--- config.mk ---
export PLATFORM = sky130hd
export DESIGN_NAME = fetch_sequencer
export DESIGN_NICKNAME = d
export VERILOG_FILES = /design/src/rtl/fetch_pkg.sv /design/src/rtl/fetch_sequencer.sv
export SDC_FILE = /design/constraint.sdc
export NUM_CORES = 1
export LEC_CHECK = 0
export BUFFER_PORTS_ARGS = -buffer_cell sky130_fd_sc_hd__buf_2
export CAP_MARGIN = 10
export CELL_PAD_IN_SITES_DETAIL_PLACEMENT = 1
export CELL_PAD_IN_SITES_GLOBAL_PLACEMENT = 1
export CORE_AREA = 2 2 66 99
export DETAILED_ROUTE_END_ITERATION = 10
export DIE_AREA = 0 0 68 101
export GPL_TIMING_DRIVEN = 0
export HOLD_SLACK_MARGIN = 0.06
export PLACE_DENSITY_LB_ADDON = 0.1
export SLEW_MARGIN = 20
export SYNTH_ARGS = -nofsm -noshare
export SYNTH_HDL_FRONTEND = slang
export SYNTH_SLANG_ARGS = --single-unit
--- constraint.sdc ---
create_clock -name clk -period 2.6 [get_ports clk]
set_input_delay 0.39 -clock clk [delete_from_list [all_inputs] [get_ports clk]]
set_output_delay 0.39 -clock clk [all_outputs]
set_load 0.03 [all_outputs]
--- src/rtl/fetch_pkg.sv ---
// Shared fetch definitions: address/data widths, the halt encoding (also
// used by decode) and the sequencer state type.
package fetch_pkg;

  localparam int unsigned FETCH_AW = 6;
  localparam int unsigned FETCH_DW = 16;

  // Encoding that stops instruction fetch once it has been loaded.
  localparam logic [FETCH_DW-1:0] FETCH_HALT_INSTR = 16'hF000;

  typedef enum logic [1:0] {
    IDLE = 2'd0,
    RUN  = 2'd1,
    HALT = 2'd2
  } fetch_state_t;

endpackage : fetch_pkg

--- src/rtl/fetch_sequencer.sv ---
// Instruction-fetch sequencer for the program ROM.
// Owns the PC (driven straight out as the ROM address), captures the
// combinational ROM data into a single valid/ready output stage toward
// decode, and handles redirects, halt detection and run/idle control.
//
// Ports:
//   clk, rst_n        clock, asynchronous active-low reset
//   run               level, enables fetching
//   redirect_valid    one-cycle pulse: load redirect_pc, flush output stage
//   redirect_pc       redirect target
//   rom_pc            ROM address (the PC register)
//   rom_instr         ROM data for rom_pc, same cycle
//   dec_valid/ready   output-stage handshake toward decode
//   dec_instr/dec_pc  instruction held in the output stage and its address
//   halted            sequencer is in HALT
//   fetch_count       instructions delivered to decode, saturating
module fetch_sequencer
  import fetch_pkg::*;
#(
  parameter int unsigned    AW         = FETCH_AW,
  parameter int unsigned    DW         = FETCH_DW,
  parameter logic [AW-1:0]  RESET_PC   = '0,
  parameter logic [DW-1:0]  HALT_INSTR = DW'(FETCH_HALT_INSTR)
) (
  input  logic          clk,
  input  logic          rst_n,
  input  logic          run,
  input  logic          redirect_valid,
  input  logic [AW-1:0] redirect_pc,
  output logic [AW-1:0] rom_pc,
  input  logic [DW-1:0] rom_instr,
  output logic          dec_valid,
  input  logic          dec_ready,
  output logic [DW-1:0] dec_instr,
  output logic [AW-1:0] dec_pc,
  output logic          halted,
  output logic [15:0]   fetch_count
);

  localparam int unsigned CW = 16;

  fetch_state_t  state_q, state_d;
  logic [AW-1:0] pc_q, pc_d;
  logic          dec_valid_q, dec_valid_d;
  logic [DW-1:0] dec_instr_q, dec_instr_d;
  logic [AW-1:0] dec_pc_q, dec_pc_d;
  logic          halted_q, halted_d;
  logic [CW-1:0] fetch_count_q, fetch_count_d;

  logic take_c;
  logic load_c;
  logic is_halt_c;

  // State and output-stage registers.
  always_ff @(posedge clk or negedge rst_n) begin
    if (!rst_n) begin
      state_q       <= IDLE;
      pc_q          <= RESET_PC;
      dec_valid_q   <= 1'b0;
      dec_instr_q   <= '0;
      dec_pc_q      <= '0;
      halted_q      <= 1'b0;
      fetch_count_q <= '0;
    end else begin
      state_q       <= state_d;
      pc_q          <= pc_d;
      dec_valid_q   <= dec_valid_d;
      dec_instr_q   <= dec_instr_d;
      dec_pc_q      <= dec_pc_d;
      halted_q      <= halted_d;
      fetch_count_q <= fetch_count_d;
    end
  end

  // Next-state, PC, output-stage and counter logic.
  always_comb begin
    state_d       = state_q;
    pc_d          = pc_q;
    dec_valid_d   = dec_valid_q;
    dec_instr_d   = dec_instr_q;
    dec_pc_d      = dec_pc_q;
    fetch_count_d = fetch_count_q;

    take_c    = dec_valid_q & dec_ready;
    // The stage can accept a new word when empty or draining this cycle.
    load_c    = (state_q == RUN) & run & ~redirect_valid & (~dec_valid_q | dec_ready);
    is_halt_c = (rom_instr == HALT_INSTR);

    // Deliveries count in every state, including a redirect cycle.
    if (take_c && (fetch_count_q != {CW{1'b1}})) begin
      fetch_count_d = fetch_count_q + CW'(1);
    end

    if (redirect_valid) begin
      // Redirect wins over everything: flush and restart at the target.
      pc_d        = redirect_pc;
      dec_valid_d = 1'b0;
      state_d     = RUN;
    end else begin
      unique case (state_q)
        IDLE:    if (run)  state_d = RUN;
        RUN:     if (!run) state_d = IDLE;
        HALT:    state_d = HALT;
        default: state_d = IDLE;
      endcase

      if (load_c) begin
        dec_valid_d = 1'b1;
        dec_instr_d = rom_instr;
        dec_pc_d    = pc_q;
        // Halt word is delivered, but the PC parks on it.
        if (is_halt_c) begin
          state_d = HALT;
        end else begin
          pc_d = pc_q + AW'(1);
        end
      end else if (take_c) begin
        dec_valid_d = 1'b0;
      end
    end

    halted_d = (state_d == HALT);
  end

  assign rom_pc      = pc_q;
  assign dec_valid   = dec_valid_q;
  assign dec_instr   = dec_instr_q;
  assign dec_pc      = dec_pc_q;
  assign halted      = halted_q;
  assign fetch_count = fetch_count_q;

endmodule : fetch_sequencer
==> results by group <==
Clocking
  • Reg clk slew, reported paths: ~0.09 ns
  • CTS Sinks: 48
  • Clk root buf: clkbuf_8
  • Hold_buf cts: 0
  • Clock Path Buffers: 2
  • Setup bufs post-CTS: 0
  • Clk_lat worst skew: approximately 0.3 ns
  • Resized cells post-CTS: 0
  • H-tree levels: 2
  • CTS tree: built
  • CTS Buf Count: 5

Detailed routing
  • Via/cell ratio: 5.300
  • DR iter-0 viols: 36
  • Drt total wl: about 5600 um
  • Remaining antenna violation count: 0
  • Routed vias: 1818
  • Pre-Repair DR Iteration Count: 4
  • Wire per inst: around 16 um
  • DR DRC count: 0

STA
  • Fin. max-slew vios: 0
  • Worst-Margin Slew: 0.6880 ns
  • RSZ-0062 raised after global routing: false
  • Setup TNS: 0 ns
  • Fin Clk Skew: between 0.004 and 0.005 ns
  • Final setup fails: 0
  • Worst relative slew slack: between 50% and 60%
  • Post-route minimum period: around 2.1 ns
  • Fmax: ~480 MHz
  • Fin. Hold Viols: 0
  • Final Cycle Share: between 80% and 90%

Run status
  • Status: complete, no violations

Min path
  • Hold Path Class: in2async

Cells and area
  • Area delta synth->final: 25.00%
  • Layout cells sized above 1: roughly 45%
  • Filler instances: 680
  • Diode count: 0
  • Final net count: ~300
  • Footprint of the multi-input gates: 0.001005 mm2
  • Layout Utilization: 47.21%
  • Sequential Area: around 0.0012 mm2

Floorplanning
  • Die Y: 101 um
  • Chip width: between 60 and 70 um
  • Core Region: 0.006043 mm2
  • Starting density of the core: between 30% and 40%
  • Num ports: 73
  • Die area: 0.006868 mm2
  • Rows: 35

Synthesis
  • Netlist cell types: between 40 and 50
  • Leading area contributor after synthesis: dfrtp_1
  • Syn Area/Cell: roughly 12 um2
  • Yosys top cell area share: 52.63%
  • Post-synthesis mux area share: about 13%
  • Post-Synth XOR/XNOR Area: 4.605%
  • Net Count, Synth: roughly 220
  • Top cells by area, synth: dfrtp_1 53%, mux2_2 13%, xor2_1 3.1%, nand2_1 2.8%, a2111oi_4 2.4%
  • Synth warn: 0
  • Synth Cell Area: 0.002282 mm2
  • Post-synthesis adder-cell area fraction: under 10%
  • Largest family of logic cells by synthesized area: simple AND/OR/NAND/NOR gates
  • Post-synthesis sequential area ratio: 52.63%
  • Cell count after synthesis: approximately 190
  • Simple-gate area share of the yosys netlist: 15.08%
  • Compound-Gate Fraction of Synth Area: a little over a tenth
  • Post-synthesis register bit count: between 40 and 50

Setup path
  • Req. time, crit path: 2.79 ns
  • RR Startpoint: fetch_count[0]
  • Setup crit end kind: register
  • Critical Path Source Type: register
  • Crit path from: fetch_count[0]
  • CP arrival: 2.29 ns
  • Crit-path max FO: 6
  • Critical path class: reg2reg

Global routing
  • Largest net degree at the start of global routing: between 40 and 50
  • GR Overflow Total: 0
  • Vias in the first global route: 1883
  • Total GRT Usage: between 10% and 20%
  • Initial antenna violation count: 0
  • First-pass GRT wire length: a little under 9000 um

Power and ir drop
  • Maximum vdd drop: 0.4975 mV
  • Total power: roughly 2.1 mW
  • Leakage: 1.333 nW
  • Pwr dens: 743.6 mW/mm2

Placement
  • IO Port Bufs: a little over 70
  • Hpwl dp: roughly 4200 um
  • Placer congestion estimate: 0.7194

Run
  • Max-cap viol count: 0
-- cell type report --
class / instances / area share [%]
flip-flops and latches: 48 / 42.11
multi-input cells: 130 / 35.22
repair buffers: 72 / 12.72
well taps: 74 / 3.246
clock buffers: 5 / 2.412
plain buffers: 7 / 2.149
clock inverters: 3 / 1.623
inverters: 4 / 0.5263
-- cells in the final DEF, fill, tap and decap left out, types with 2 or more instances in the layout --
cell type	synthesis	layout
nor2_2	2	2
a21oi_1	7	7
nand4_1	7	7
nor3_1	4	4
o21ai_0	3	3
ha_1	2	2
buf_6	2	2
nor2_1	7	7
xor2_1	8	8
and4_1	2	2
nand3_1	6	6
clkbuf_8	0	5
a211oi_1	2	2
buf_2	1	72
inv_1	4	4
and4_4	2	2
a2111oi_4	2	2
mux2_2	26	26
buf_4	2	3
nand2b_1	3	3
dfrtp_1	48	48
a31oi_1	3	3
nor4_1	2	2
nand2_1	17	17
nand4b_1	2	2
xnor2_1	4	4
-- Yosys cell counts (all sizes together) --
master / instances
nand2: 17
clkbuf: 1
xor2: 8
nand4b: 2
or4: 1
nor2: 9
nor2b: 1
nor4b: 1
and4: 4
xnor2: 4
a211oi: 2
o311a: 1
dfrtp: 48
ha: 2
a31o: 1
a2bb2oi: 1
nor3: 4
or2: 1
buf: 6
nor4: 2
a21boi: 1
o311ai: 1
a31oi: 3
inv: 4
o211a: 1
and4b: 1
nand3b: 1
a21oi: 7
or3: 1
nand3: 6
mux2: 26
o41ai: 1
o31ai: 1
a2111oi: 3
o21ai: 3
and2: 1
a311o: 1
a221o: 1
nand4: 7
nand2b: 3
-- flip-flops by register name (all words and copies together) (netlist names) --
name / count
rom_pc: 6
dec_instr: 16
fetch_count: 16
dec_valid: 1
halted: 1
dec_pc: 6
state_q: 2
-- worst max-delay path: stages, from the launching register on --
cell and delay [ns]:
dfrtp_1 0.43, ha_1 0.25, and4_4 0.20, buf_6 0.12, a2111oi_0 0.62, nand4_1 0.19, xnor2_1 0.16
-- report_power, final --
| group | internal, mW | total, mW | switching, mW |
|---|---|---|---|
| sequential | 0.864 | 0.959 | 0.0949 |
| clock | 0.290 | 0.558 | 0.268 |
| combinational | 0.206 | 0.604 | 0.398 |
| total | 1.36 | 2.12 | 0.761 |
-- routing by layer --
metal  GRT usage (%)  part of all wire, %  vias to the layer above
met5               0                    0                        -
met4           6.308                  2.1                        0
met3           3.017                  5.0                        9
met2           30.99                   54                       55
met1           19.31                   38                      906
li1                -                    -                      848
-- cells by family after synthesis --
kind of cell	Yosys count
and+or+nand+nor	62
DFF	48
AOI/OAI and AO/OA	28
muxes	26
xor gates and xnor gates	12
buffers and inverters	11
adders and majority gates	2
-- metrics by stage --
stage,worst slack (ns),cell area (um2),std cells,hold WS [ns]
finish,0.5024,2853,343,0.09507
global route,0.4305,2853,343,0.1447
CTS,0.4783,2853,343,0.1194
detailed placement,0.5146,2738,335,0.4580
global placement,0.5275,2735,335,0.4833
floorplan,0.5419,2282,189,0.09441
-- path summary, 6_finish.rpt --
check | slack (ns) | to | depth (start not counted)
setup / recovery | 0.50 | fetch_count[15] | 6
hold / removal | 0.1 | fetch_count[14] | 1
setup reg to reg | 0.50 | fetch_count[15] | 6
hold reg to reg | 0.50 | fetch_count[8] | 1
max in group asynchronous | 2.08 | fetch_count[1] | 1
min in group clk | 0.31 | rom_pc[2] | 3
Note: power is estimated with default switching activity, not from simulation.
